File: config.mk
export PLATFORM = sky130hd
export DESIGN_NAME = adc3wire_multi_master_flat
export DESIGN_NICKNAME = d
export VERILOG_FILES = /design/src/rtl/adc3wire_pkg.sv /design/src/rtl/adc3wire_multi_master_if.sv /design/src/rtl/adc3wire_bit_timer.sv /design/src/rtl/adc3wire_multi_master.sv /design/src/flat_wrapper.sv
export SDC_FILE = /design/constraint.sdc
export NUM_CORES = 1
export LEC_CHECK = 0
export BUFFER_PORTS_ARGS = -buffer_cell sky130_fd_sc_hd__clkbuf_2
export CAP_MARGIN = 10
export CORE_ASPECT_RATIO = 0.5
export CORE_MARGIN = 3
export CORE_UTILIZATION = 45
export CTS_CLUSTER_DIAMETER = 30
export CTS_CLUSTER_SIZE = 14
export DETAILED_ROUTE_END_ITERATION = 16
export PLACE_DENSITY = 0.81
export SLEW_MARGIN = 40
export SYNTH_ARGS = -nofsm -noshare
export SYNTH_HDL_FRONTEND = slang
export SYNTH_HIERARCHICAL = 1
export SYNTH_SLANG_ARGS = --single-unit
File: constraint.sdc
create_clock -name wb_clk_i -period 1.99 [get_ports wb_clk_i]
set_input_delay 0.2985 -clock wb_clk_i [delete_from_list [all_inputs] [get_ports wb_clk_i]]
set_output_delay 0.2985 -clock wb_clk_i [all_outputs]
set_load 0.02 [all_outputs]
File: src/rtl/adc3wire_pkg.sv
// -----------------------------------------------------------------------------
// adc3wire_pkg
// Shared definitions for the ADC 3-wire serial configuration master:
//   - state_e       : engine FSM states
//   - preamble_word : frame preamble value (LSB set, all other bits clear)
//   - frame_w       : total serial frame width (preamble + address + data)
//   - ch_w          : command channel-select width, at least one bit
// -----------------------------------------------------------------------------
package adc3wire_pkg;

   typedef enum logic [2:0] {
      ST_IDLE  = 3'd0,
      ST_LEAD  = 3'd1,
      ST_SHIFT = 3'd2,
      ST_TRAIL = 3'd3,
      ST_RESP  = 3'd4
   } state_e;

   // Wide enough for any preamble; callers truncate to their width.
   function automatic logic [63:0] preamble_word();
      return 64'd1;
   endfunction

   function automatic int unsigned frame_w(input int unsigned pre_w,
                                           input int unsigned addr_w,
                                           input int unsigned data_w);
      return pre_w + addr_w + data_w;
   endfunction

   function automatic int unsigned ch_w(input int unsigned num_ch);
      return (num_ch <= 1) ? 1 : $clog2(num_ch);
   endfunction

endpackage

File: src/rtl/adc3wire_multi_master_if.sv
// -----------------------------------------------------------------------------
// adc3wire_multi_master_if
// Command/response handshake between the Wishbone register slave and the
// ADC 3-wire engine.
//   master modport : register slave side (issues commands, receives responses)
//   slave modport  : engine side
// Signals: cmd_valid/cmd_ready handshake, cmd_ch/cmd_rd/cmd_addr/cmd_data
// command fields, rsp_valid pulse with rsp_err/rsp_data, busy status.
// -----------------------------------------------------------------------------
interface adc3wire_multi_master_if #(
   parameter int unsigned CH_W   = 1,
   parameter int unsigned ADDR_W = 4,
   parameter int unsigned DATA_W = 16
);
   logic              cmd_valid;
   logic              cmd_ready;
   logic [CH_W-1:0]   cmd_ch;
   logic              cmd_rd;
   logic [ADDR_W-1:0] cmd_addr;
   logic [DATA_W-1:0] cmd_data;
   logic              rsp_valid;
   logic              rsp_err;
   logic [DATA_W-1:0] rsp_data;
   logic              busy;

   modport master (
      output cmd_valid, cmd_ch, cmd_rd, cmd_addr, cmd_data,
      input  cmd_ready, rsp_valid, rsp_err, rsp_data, busy
   );

   modport slave (
      input  cmd_valid, cmd_ch, cmd_rd, cmd_addr, cmd_data,
      output cmd_ready, rsp_valid, rsp_err, rsp_data, busy
   );
endinterface

File: src/rtl/adc3wire_bit_timer.sv
// -----------------------------------------------------------------------------
// adc3wire_bit_timer
// Bit-period divider: a CLK_DIV_LOG2-bit counter that runs while enabled and
// is held at zero otherwise.
//   i_clk, i_rst_n : clock, asynchronous active-low reset
//   i_en           : count enable (engine in LEAD/SHIFT/TRAIL)
//   o_sclk         : serial clock level (counter MSB)
//   o_rise         : serial clock 0->1 happens at the next clk edge
//   o_wrap         : last cycle of the bit period (counter all ones)
// -----------------------------------------------------------------------------
module adc3wire_bit_timer #(
   parameter int unsigned CLK_DIV_LOG2 = 4
) (
   input  logic i_clk,
   input  logic i_rst_n,
   input  logic i_en,
   output logic o_sclk,
   output logic o_rise,
   output logic o_wrap
);
   localparam logic [CLK_DIV_LOG2-1:0] RISE_AT =
      CLK_DIV_LOG2'((1 << (CLK_DIV_LOG2 - 1)) - 1);

   logic [CLK_DIV_LOG2-1:0] r_cnt;

   always_ff @(posedge i_clk or negedge i_rst_n) begin
      if (!i_rst_n)  r_cnt <= '0;
      else if (i_en) r_cnt <= r_cnt + 1'b1;
      else           r_cnt <= '0;
   end

   assign o_sclk = r_cnt[CLK_DIV_LOG2-1];
   assign o_rise = i_en && (r_cnt == RISE_AT);
   assign o_wrap = i_en && (&r_cnt);
endmodule

File: src/rtl/adc3wire_multi_master.sv
// -----------------------------------------------------------------------------
// adc3wire_multi_master
// Serial configuration master for NUM_CH ADC 3-wire ports sharing one shift
// engine. Each command selects a port and shifts {preamble, addr, data}
// MSB-first, framed by a strobe-high lead and trail bit period.
//   wb_clk_i, wb_rst_n_i : sole clock, asynchronous active-low reset
//   bus                  : command/response handshake (slave modport)
//   adc3wire_clk/data/strobe_n : per-port serial outputs
//   adc3wire_sdi         : per-port serial input (readback build only)
// Build option: define ADC3WIRE_READBACK_EN to enable read frames, which
// drive a zero data field and capture sdi into rsp_data.
// -----------------------------------------------------------------------------
module adc3wire_multi_master
   import adc3wire_pkg::*;
#(
   parameter int unsigned NUM_CH       = 2,
   parameter int unsigned ADDR_W       = 4,
   parameter int unsigned DATA_W       = 16,
   parameter int unsigned PREAMBLE_W   = 12,
   parameter int unsigned CLK_DIV_LOG2 = 4
) (
   input  logic                  wb_clk_i,
   input  logic                  wb_rst_n_i,
   adc3wire_multi_master_if.slave bus,
   output logic [NUM_CH-1:0]     adc3wire_clk,
   output logic [NUM_CH-1:0]     adc3wire_data,
   output logic [NUM_CH-1:0]     adc3wire_strobe_n,
   input  logic [NUM_CH-1:0]     adc3wire_sdi
);
   localparam int unsigned CH_W    = ch_w(NUM_CH);
   localparam int unsigned FRAME_W = frame_w(PREAMBLE_W, ADDR_W, DATA_W);
   localparam int unsigned IDX_W   = $clog2(FRAME_W);
   localparam logic [PREAMBLE_W-1:0] PREAMBLE = PREAMBLE_W'(preamble_word());
   localparam logic [IDX_W-1:0] LAST_IDX       = IDX_W'(FRAME_W - 1);
   localparam logic [IDX_W-1:0] FIRST_DATA_IDX = IDX_W'(FRAME_W - DATA_W);

   state_e              r_state;
   logic [CH_W-1:0]     r_ch;
   logic [FRAME_W-1:0]  r_shift;
   logic [IDX_W-1:0]    r_idx;
   logic                r_rsp_valid;
   logic                r_rsp_err;
   logic [DATA_W-1:0]   r_rsp_data;

   logic                w_active, w_sclk, w_rise, w_wrap, w_accept, w_ch_ok, w_rd;
   logic [DATA_W-1:0]   w_wdata, w_rdata_next;

   assign w_accept = bus.cmd_valid && (r_state == ST_IDLE);
   // Compare at 32 bits: CH_W may be too narrow to hold NUM_CH itself.
   assign w_ch_ok  = (32'(bus.cmd_ch) < NUM_CH);
   assign w_wdata  = w_rd ? '0 : bus.cmd_data;
   assign w_active = (r_state == ST_LEAD) || (r_state == ST_SHIFT) || (r_state == ST_TRAIL);

   adc3wire_bit_timer #(.CLK_DIV_LOG2(CLK_DIV_LOG2)) u_bit_timer (
      .i_clk   (wb_clk_i),
      .i_rst_n (wb_rst_n_i),
      .i_en    (w_active),
      .o_sclk  (w_sclk),
      .o_rise  (w_rise),
      .o_wrap  (w_wrap)
   );

`ifdef ADC3WIRE_READBACK_EN
   logic              r_rd;
   logic [DATA_W-1:0] r_rdata;
   logic              w_sdi_bit;

   assign w_rd = bus.cmd_rd;

   always_comb begin
      w_sdi_bit = 1'b0;
      for (int unsigned i = 0; i < NUM_CH; i++)
         if (r_ch == CH_W'(i)) w_sdi_bit = adc3wire_sdi[i];
   end

   // The data field occupies the last DATA_W bits; sample each on its rising edge.
   always_ff @(posedge wb_clk_i or negedge wb_rst_n_i) begin
      if (!wb_rst_n_i) begin
         r_rd    <= 1'b0;
         r_rdata <= '0;
      end else if (w_accept) begin
         r_rd    <= w_rd;
         r_rdata <= '0;
      end else if ((r_state == ST_SHIFT) && w_rise && (r_idx >= FIRST_DATA_IDX)) begin
         r_rdata <= DATA_W'({r_rdata, w_sdi_bit});
      end
   end

   assign w_rdata_next = r_rd ? r_rdata : '0;
`else
   logic w_unused;
   assign w_rd         = 1'b0;
   assign w_rdata_next = '0;
   assign w_unused     = ^{bus.cmd_rd, adc3wire_sdi, w_rise};
`endif

   always_ff @(posedge wb_clk_i or negedge wb_rst_n_i) begin
      if (!wb_rst_n_i) begin
         r_state     <= ST_IDLE;
         r_ch        <= '0;
         r_shift     <= '0;
         r_idx       <= '0;
         r_rsp_valid <= 1'b0;
         r_rsp_err   <= 1'b0;
         r_rsp_data  <= '0;
      end else begin
         r_rsp_valid <= 1'b0;
         case (r_state)
            ST_IDLE: if (w_accept) begin
               r_ch    <= bus.cmd_ch;
               r_shift <= {PREAMBLE, bus.cmd_addr, w_wdata};
               r_idx   <= '0;
               if (w_ch_ok) begin
                  r_state <= ST_LEAD;
               end else begin
                  // Bad channel: respond immediately, no pin activity.
                  r_state     <= ST_RESP;
                  r_rsp_valid <= 1'b1;
                  r_rsp_err   <= 1'b1;
                  r_rsp_data  <= '0;
               end
            end
            ST_LEAD: if (w_wrap) r_state <= ST_SHIFT;
            ST_SHIFT: if (w_wrap) begin
               r_shift <= r_shift << 1;
               r_idx   <= r_idx + 1'b1;
               if (r_idx == LAST_IDX) r_state <= ST_TRAIL;
            end
            ST_TRAIL: if (w_wrap) begin
               r_state     <= ST_RESP;
               r_rsp_valid <= 1'b1;
               r_rsp_err   <= 1'b0;
               r_rsp_data  <= w_rdata_next;
            end
            ST_RESP: r_state <= ST_IDLE;
            default: r_state <= ST_IDLE;
         endcase
      end
   end

   // Port demux; decoded from state so reset idles the pins immediately.
   always_comb begin
      adc3wire_clk      = '0;
      adc3wire_data     = '0;
      adc3wire_strobe_n = '1;
      for (int unsigned i = 0; i < NUM_CH; i++) begin
         if (r_ch == CH_W'(i)) begin
            adc3wire_clk[i]      = w_sclk;
            adc3wire_data[i]     = (r_state == ST_SHIFT) && r_shift[FRAME_W-1];
            adc3wire_strobe_n[i] = (r_state != ST_SHIFT);
         end
      end
   end

   assign bus.cmd_ready = (r_state == ST_IDLE);
   assign bus.busy      = (r_state != ST_IDLE);
   assign bus.rsp_valid = r_rsp_valid;
   assign bus.rsp_err   = r_rsp_err;
   assign bus.rsp_data  = r_rsp_data;
endmodule
File: src/flat_wrapper.sv
// flat-port wrapper written by rule: the top's interface ports become plain ports
module adc3wire_multi_master_flat import adc3wire_pkg::*;
#(
   parameter int unsigned NUM_CH       = 2,
   parameter int unsigned ADDR_W       = 4,
   parameter int unsigned DATA_W       = 16,
   parameter int unsigned PREAMBLE_W   = 12,
   parameter int unsigned CLK_DIV_LOG2 = 4
)
  (wb_clk_i, wb_rst_n_i, adc3wire_clk, adc3wire_data, adc3wire_strobe_n, adc3wire_sdi, bus_cmd_valid, bus_cmd_ch, bus_cmd_rd, bus_cmd_addr, bus_cmd_data, bus_cmd_ready, bus_rsp_valid, bus_rsp_err, bus_rsp_data, bus_busy);
  adc3wire_multi_master_if #(.ADDR_W(ADDR_W), .DATA_W(DATA_W)) bus_i ();
  input  logic wb_clk_i;
  input  logic wb_rst_n_i;
  output logic [NUM_CH-1:0] adc3wire_clk;
  output logic [NUM_CH-1:0] adc3wire_data;
  output logic [NUM_CH-1:0] adc3wire_strobe_n;
  input  logic [NUM_CH-1:0] adc3wire_sdi;
  input wire logic [$bits(bus_i.cmd_valid)-1:0] bus_cmd_valid;
  input wire logic [$bits(bus_i.cmd_ch)-1:0] bus_cmd_ch;
  input wire logic [$bits(bus_i.cmd_rd)-1:0] bus_cmd_rd;
  input wire logic [$bits(bus_i.cmd_addr)-1:0] bus_cmd_addr;
  input wire logic [$bits(bus_i.cmd_data)-1:0] bus_cmd_data;
  output wire logic [$bits(bus_i.cmd_ready)-1:0] bus_cmd_ready;
  output wire logic [$bits(bus_i.rsp_valid)-1:0] bus_rsp_valid;
  output wire logic [$bits(bus_i.rsp_err)-1:0] bus_rsp_err;
  output wire logic [$bits(bus_i.rsp_data)-1:0] bus_rsp_data;
  output wire logic [$bits(bus_i.busy)-1:0] bus_busy;
  assign bus_i.cmd_valid = bus_cmd_valid;
  assign bus_i.cmd_ch = bus_cmd_ch;
  assign bus_i.cmd_rd = bus_cmd_rd;
  assign bus_i.cmd_addr = bus_cmd_addr;
  assign bus_i.cmd_data = bus_cmd_data;
  assign bus_cmd_ready = bus_i.cmd_ready;
  assign bus_rsp_valid = bus_i.rsp_valid;
  assign bus_rsp_err = bus_i.rsp_err;
  assign bus_rsp_data = bus_i.rsp_data;
  assign bus_busy = bus_i.busy;
  adc3wire_multi_master #(.NUM_CH(NUM_CH), .ADDR_W(ADDR_W), .DATA_W(DATA_W), .PREAMBLE_W(PREAMBLE_W), .CLK_DIV_LOG2(CLK_DIV_LOG2)) u_core (.wb_clk_i(wb_clk_i), .wb_rst_n_i(wb_rst_n_i), .bus(bus_i), .adc3wire_clk(adc3wire_clk), .adc3wire_data(adc3wire_data), .adc3wire_strobe_n(adc3wire_strobe_n), .adc3wire_sdi(adc3wire_sdi));
endmodule
# ---- Word level (Yosys, flattened, before mapping)
# Index checks and enable logic that the tools add are counted.
dict set report word_totals {
  reg_bits 46
  in_bits 27
  output_inout_bits 26
  elab_cells 51
}
dict set report classes {
  n_addsub 2
  eq_ne 10
  n_mux 21
  reduce_logical 12
}
# cell count
set op_table {}
lappend op_table {{2-to-1 mux 32 bit} 2}
lappend op_table {{one-hot mux 32 bit (2 select lines)} 1}
lappend op_table {{2-to-1 mux 3 bit} 5}
lappend op_table {{one-hot mux 3 bit (4 select lines)} 1}
lappend op_table {{2-to-1 mux 5 bit} 2}
lappend op_table {{one-hot mux 5 bit (2 select lines)} 1}
lappend op_table {{2-to-1 mux 1 bit} 8}
lappend op_table {{== test 3 x 2 -> 1 bit (second input constant)} 2}
lappend op_table {{inequality test 2 bit (second input constant)} 3}
lappend op_table {{adder 5 x 1 -> 5 bit (second input constant)} 1}
lappend op_table {{== test 5 bit (second input constant)} 1}
lappend op_table {{AND reduction 5 bit} 1}
lappend op_table {{adder 4 x 1 -> 4 bit (second input constant)} 1}
lappend op_table {{2-to-1 mux 4 bit} 1}
lappend op_table {{inequality test 2 x 1 -> 1 bit (second input constant)} 2}
lappend op_table {{AND reduction 4 bit} 1}
lappend op_table {{== test 3 x 1 -> 1 bit (second input constant)} 1}
lappend op_table {{logical AND 1 bit} 3}
lappend op_table {{logical NOT 3 bit} 1}
lappend op_table {{inequality test 3 x 2 -> 1 bit (second input constant)} 1}
lappend op_table {{AND reduction 3 bit} 1}
lappend op_table {{nonzero test 3 bit} 1}
lappend op_table {{logical OR 1 bit} 2}
lappend op_table {{AND reduction 2 bit} 1}
lappend op_table {{nonzero test 2 bit} 1}

# ---- Logic depth before layout (Yosys ltp)
# Gate-level depths: netlist of the first run.
dict set report depth {
  depth_word 6
  depth_mapped 10
  depth_no_buf 7
}

# ---- Hierarchy
# Netlist of the first run, hierarchy kept.
# mod n_inst cells_per_inst area_each_um2 seq_area_each_um2
set modules_own_cells {}
lappend modules_own_cells {adc3wire_multi_master 1 162 2133.3 1051.0}
lappend modules_own_cells {adc3wire_bit_timer 1 17 181.4 100.1}

# ---- Worst setup path before layout of the first run
# Ideal clock, no wire load.
dict set report synth_path {
  path_kind {reg-to-reg}
  from {reg u_core.r_state[1]}
  to {reg u_core.r_shift[10]}
  setup_ns 0.125
  arrival_ns 2.040
  t_required_ns 1.865
  slack_ns -0.175
  path_stages_with_launch 11
  n_path_buf 3
  synth_period_minus_slack_ns 2.165
  cell_sequence {dfrtp_1 > buf_6 > buf_2 > nor2_1 > nor2_1 > nand3_1 > nor2_1 > and2_4 > o21a_4 > buf_6 > mux2_4}
}
dict set report synth_via {
  elab_chain_cells 6
  elab_cells_between_ends 13
  classes_between {5 x eq/ne; 1 x mux; 7 x reduce/logical}
}
# item line_no
set synth_rtl {}
lappend synth_rtl {{start, declared} adc3wire_multi_master.sv:37} ;# state_e r_state;
lappend synth_rtl {{start signal, assigned} adc3wire_multi_master.sv:99} ;# r_state <= ST_IDLE;
lappend synth_rtl {{start signal, assigned} adc3wire_multi_master.sv:114} ;# r_state <= ST_LEAD;
lappend synth_rtl {{start signal, assigned} adc3wire_multi_master.sv:117} ;# r_state <= ST_RESP;
lappend synth_rtl {{== test 3 x 1 -> 1 bit / == test 3 x 2 -> 1 bit (equally long branches)} adc3wire_multi_master.sv:52} ;# assign w_active = (r_state == ST_LEAD) || (r_state == ST_SHIFT) || (r_state == ST_TRAIL);
lappend synth_rtl {{logical OR 1 bit} adc3wire_multi_master.sv:52}
lappend synth_rtl {{logical OR 1 bit (*)} adc3wire_multi_master.sv:52}
lappend synth_rtl {{net u_core.w_active} adc3wire_multi_master.sv:45} ;# logic w_active, w_sclk, w_rise, w_wrap, w_accept, w_ch_ok, w_rd;
lappend synth_rtl {{logical AND 1 bit (*)} adc3wire_bit_timer.sv:34} ;# assign o_wrap = i_en && (&r_cnt);
lappend synth_rtl {{net u_core.w_wrap} adc3wire_multi_master.sv:45}
lappend synth_rtl {{inequality test 2 bit (no source line) (*)} --}
lappend synth_rtl {{AND reduction 3 bit (no source line) (*)} --}
lappend synth_rtl {{end signal, assigned} adc3wire_multi_master.sv:111} ;# r_shift <= {PREAMBLE, bus.cmd_addr, w_wdata};
lappend synth_rtl {{end signal, assigned} adc3wire_multi_master.sv:125} ;# r_shift <= r_shift << 1;
lappend synth_rtl {{end, declared} adc3wire_multi_master.sv:39} ;# logic [FRAME_W-1:0] r_shift;
# Mark *: on every way through the listed nets, which the timed path passes. The rest lies on a longest branch.
# A chain may end at the register's enable or synchronous reset.

# ---- Final worst setup path of the first run
dict set report layout_path {
  from {reg u_core.r_state[0]}
  to {reg u_core.r_shift[20]}
}
# Same word-level chain as after synthesis.

==> impl_metrics.ini, run 1 <==
[status]
outcome = finished, final reports clean

[layout]
area_growth_pct = 13.5
drive_above_1_share = 0.433
antennaDiodeCount = 0
final_cell_mix = dfrtp_1, clkbuf_2, mux2_2
post-route-util = 0.563
final_common_cell = dfrtp_1
finalNetCount = 246

[pwr]
worst_ir_drop_vdd_mv = 0.632
p_sw_frac = 0.307
p_leak_nw = 1.28
p_switching_w = 0.00102
clock_power_share = 0.197
pwr-share-seq = 0.433
power_density_nw_per_um2 = 1270
comb_power_share = 0.370
internal_power_w = 0.00230

[clocking]
clkSinkCount = 46
path_clk_slew_ns = 0.08
numCtsBuffers = 5
hold_buffers = 0
h-tree-depth = 2
clkLatencyLatePin_ns = 0.30
cts_tree = yes
clockBufferDepth = 2
ctsRootBufferMaster = clkbuf_8

[sta]
rsz0062_at_grt = no
max_slew_margin = 0.628
worstMarginPinSlew_ns = 0.558
setup_viol = 0
period_needed_ns = 1.80
finalCritPeriodShare = 0.904
hold_violations = 0
report.final.slew_viol_count = 0
finalClockSkew_ns = 0.00395
fmax_mhz = 556
setup_tns_ns = 0
fin_ws_ns = 0.190

[die]
die_width_um = 107
ios = 53
initial_core_util = 0.496
die_y_um = 56.7
core-area_um2 = 4660
die_area_um2 = 6080
row_count = 17

[setup_path]
crit_start = u_core/r_state[0]$_DFFE_PN0P_
arrival_ns = 1.99
worstSetupStartpointType = register
timing.rr.start = u_core/r_state[0]$_DFFE_PN0P_
crit_fanout = 8
path_class = register to register
required_ns = 2.18
endpoint_kind = register

[grt]
grt-busiest-layer = met2
met3_usage = 0.0459
track_usage = 0.151
met1_usage = 0.186
grt_max_degree = 47
use_met2 = 0.237
grt_pass1_vias = 1471
overflow = 0
antenna_found_initial = 0
grt_first_pass_wirelength_um = 7040

[min_path]
hold_path.class = input port to async pin

[flow_run]
drv_cap = 0

[drt]
first_pass_iters = 4
routed_wl_um = 4060
routed_via_density = 5.02
ant_nets = 0
wl_per_cell_um = 14.3
drc = 0
vias = 1420
drt_iter0_drc = 79

[synthesis]
yosys_warnings = 6
netlist_area_um2 = 2310
syn_inst = 178
avgSynthCellArea_um2 = 13.0

[place]
post-place-ws_ns = 0.159
dp_hpwl_um = 2850
routabilityCongestion = 0.720
port_buffers = 32
-- power by group through the flow --
stage                     logic, W  registers, W  clock network [W]
after floorplan            0.00105       0.00139                  0
after global placement     0.00119       0.00143                  0
after detailed placement   0.00124       0.00145                  0
after CTS                  0.00125       0.00144           0.000671
after global routing       0.00135       0.00148           0.000708
final                      0.00123       0.00144           0.000655
-- cell type report --
class / count / area, um^2
multi-input combinational: 118 / 1020
tap: 66 / 82.6
clock buffer: 8 / 110
sequential: 46 / 1150
inverter: 4 / 15.0
timing repair buffer: 41 / 240
fill: 386 / 2040
-- stage by stage --
stage	total power [W]	instances	hold slack (ns)	instance area [um^2]
2_1_floorplan	0.00245	194	0.00291	2380
4_1_cts	0.00335	283	0.0835	2620
3_3_place_gp	0.00261	275	0.409	2510
6_report	0.00332	283	0.0580	2620
3_5_place_dp	0.00269	275	0.419	2510
5_1_grt	0.00353	283	0.113	2620
-- what timing repair did --
| item | 4_1_cts | 5_1_grt |
|---|---|---|
| endpoints found under the setup margin | 0 | 3 |
| buffers inserted | 0 | 0 |
| gates resized for setup | 0 | 2 |
-- registers in the layout, summed over array words and instances, names as in the netlist --
name,count
u_core/r_idx,5
u_core/r_shift,32
u_core/bus.rsp_valid,1
u_core/u_bit_timer/r_cnt,4
u_core/r_ch,1
u_core/r_state,3
-- final timing paths --
check                                                        end  slack, ns  cells past startpoint
min                                u_core/r_shift[6]$_DFFE_PN0P_       0.06                      2
max reg2reg                       u_core/r_shift[20]$_DFFE_PN0P_       0.19                      9
min in group wb_clk_i                    u_core/r_ch$_DFFE_PN0P_       0.23                      2
max in group asynchronous         u_core/r_shift[27]$_DFFE_PN0P_       1.54                      2
max                               u_core/r_shift[20]$_DFFE_PN0P_       0.19                      9
min reg2reg                u_core/u_bit_timer/r_cnt[0]$_DFF_PN0_       0.47                      1
-- layer usage --
layer | share of wire | wire length, um | vias up
li1 | - | - | 665
met1 | 0.43 | 1740 | 703
met2 | 0.49 | 1970 | 44
met3 | 0.061 | 247 | 8
met4 | 0.023 | 95 | 0
met5 | 0 | 0 | -
-- critical path: stages (launching register included) --
cell	delay [ns]
dfrtp_1	0.38
nor2_1	0.19
nor2_4	0.07
nand3_1	0.10
nor2_2	0.05
and2_4	0.17
o21a_4	0.22
buf_4	0.18
buf_4	0.15
o22a_1	0.17
Note: power is estimated with default switching activity, not from simulation.
==> run 2: changes to the inputs <==
CELL_PAD_IN_SITES_DETAIL_PLACEMENT = 0   (was unset)
CELL_PAD_IN_SITES_GLOBAL_PLACEMENT = 1   (was unset)
CORE_UTILIZATION = 38   (was 45)
PLACE_DENSITY = 0.84   (was 0.81)
==> run 2 against run 1 <==
Global-route usage shrank 2.6 points; count of clock-buffer cells in the layout shrank 2; routed wire length grew 3.6%; via count shrank 0.92%; critical path type is now register to output pin; first-iteration DRC count shrank 6.3%; flip-flop and latch count is the same; highest routed layer unchanged; power grew 8.7%; hold slack lost 0.046 ns; sequential share of layout area shrank 0.98 points; final area grew 2.3%.
==> impl_metrics.ini, run 2 (same netlist as run 1, synthesis figures left out) <==
[setup_path]
crit_buf_inv = 2
worstPathCellList = buf_4, nor2_2, nand3_1, nor2_1, clkbuf_2
crit_path_top_delay_cell = dfrtp_1
endpoint_kind = output pin
path_class = register to output pin
arrival_ns = 1.56
crit_fanout = 9
required_ns = 1.69
crit_path_max_incr_delay_ns = 0.37
worstSetupStartpointType = register
critPathTopFamily = simple AND/OR/NAND/NOR gates
worst-r2r-setup-slack_ns = 0.15

[die]
die_area_um2 = 7110
ios = 53
die_width_um = 116
core-area_um2 = 5680
initial_core_util = 0.407
die_y_um = 61.1
row_count = 19

[sta]
fmax_mhz = 537
max_slew_margin = 0.604
report.final.slew_viol_count = 0
period_needed_ns = 1.86
finalCritPeriodShare = 0.936
hold_violations = 0
setup_viol = 0
rsz0062_at_grt = no
setup_tns_ns = 0
finalClockSkew_ns = 0.00504
worstMarginPinSlew_ns = 0.594

[grt]
grt_max_degree = 29
antenna_found_initial = 0
overflow = 0
grt_first_pass_wirelength_um = 6850
grt_pass1_vias = 1381
track_usage = 0.125

[pwr]
worst_ir_drop_vdd_mv = 0.566
pwr-share-seq = 0.398
comb_power_share = 0.344
p_sw_frac = 0.296
p_switching_w = 0.00107
p_leak_nw = 1.30
power_density_nw_per_um2 = 1350
internal_power_w = 0.00254
clock_power_share = 0.258

[drt]
drc = 0
vias = 1407
met2WireLength_um = 1890
routed_via_density = 4.87
wl_met1_um = 2090
wl_met3_um = 171
routed_wl_um = 4200
ant_nets = 0
top_layer = met4
drt_iter0_drc = 74
first_pass_iters = 4
wl_per_cell_um = 14.5

[min_path]
hold_path.class = input port to async pin

[layout]
antennaDiodeCount = 0
largest_register = u_core/r_shift
multi_input_area_um2 = 1030
post-route-util = 0.472
largest_reg_flops = 32
final_common_cell = dfrtp_1
seq_area_um2 = 1150
area_growth_pct = 16.1
finalNetCount = 245
drive_above_1_share = 0.421
final_cell_mix = dfrtp_1, clkbuf_2, mux2_2
largestRegisters = u_core/r_shift (32), u_core/r_idx (5), u_core/u_bit_timer/r_cnt (4)
nFillCells = 498

[flow_run]
drv_cap = 0

[clocking]
clkSinkCount = 46
h-tree-depth = 2
hold_buffers = 0
numCtsBuffers = 5
clkLatencyLatePin_ns = 0.28
clockBufferDepth = 2
path_clk_slew_ns = 0.06
ctsRootBufferMaster = clkbuf_16
cts_tree = yes

[status]
outcome = finished, final reports clean

[place]
dp_hpwl_um = 2820
routabilityCongestion = 0.737
port_buffers = 32
-- run 2: worst paths after layout --
path | from | end | cells past startpoint
max | u_core/r_state[0]$_DFFE_PN0P_ | adc3wire_data[1] | 5
max in group asynchronous | wb_rst_n_i | u_core/r_shift[1]$_DFFE_PN0P_ | 2
min in group wb_clk_i | bus_cmd_data[0] | u_core/r_shift[0]$_DFFE_PN0P_ | 2
min reg2reg | u_core/u_bit_timer/r_cnt[0]$_DFF_PN0_ | u_core/u_bit_timer/r_cnt[0]$_DFF_PN0_ | 1
max reg2reg | u_core/u_bit_timer/r_cnt[0]$_DFF_PN0_ | u_core/r_shift[1]$_DFFE_PN0P_ | 6
min | wb_rst_n_i | u_core/r_shift[23]$_DFFE_PN0P_ | 1
-- run 2: timing repair --
action / 4_1_cts / 5_1_grt
endpoints found under the setup margin: 0 / 22
endpoints found under the hold margin: 0 / 0
buffers inserted: 0 / 0
resized for setup: 0 / 1
-- run 2: metal layers --
layer	up-vias	GRT usage
met4	0	0.0298
met1	694	0.179
li1	669	-
met3	7	0.0324
met2	37	0.190
met5	-	0
-- run 2: final cells by class --
type	instances	share of cell area
sequential	46	0.429
multi-input combinational	119	0.385
timing repair buffer	39	0.0840
clock buffer	6	0.0480
tap	73	0.0340
clock inverter	2	0.0140
inverter	4	0.00560
-- run 2: power groups by stage --
stage                     clock (W)  sequential (W)  combinational (W)
after floorplan                   0         0.00139            0.00105
after global placement            0         0.00143            0.00118
after detailed placement          0         0.00145            0.00123
after CTS                  0.000950         0.00143            0.00124
after global routing       0.000996         0.00148            0.00135
final                      0.000934         0.00144            0.00124
-- run 2: metrics by stage --
stage | hold WS, ns | cell area (um^2) | cells | power [W] | worst slack, ns
6_report | 0.0120 | 2680 | 289 | 0.00361 | 0.127
5_1_grt | 0.0470 | 2680 | 289 | 0.00383 | 0.0147
4_1_cts | 0.0348 | 2670 | 288 | 0.00362 | 0.0520
3_5_place_dp | 0.329 | 2500 | 280 | 0.00268 | 0.0630
3_3_place_gp | 0.308 | 2500 | 280 | 0.00261 | 0.0954
2_1_floorplan | 0.00291 | 2380 | 194 | 0.00245 | 0.00767
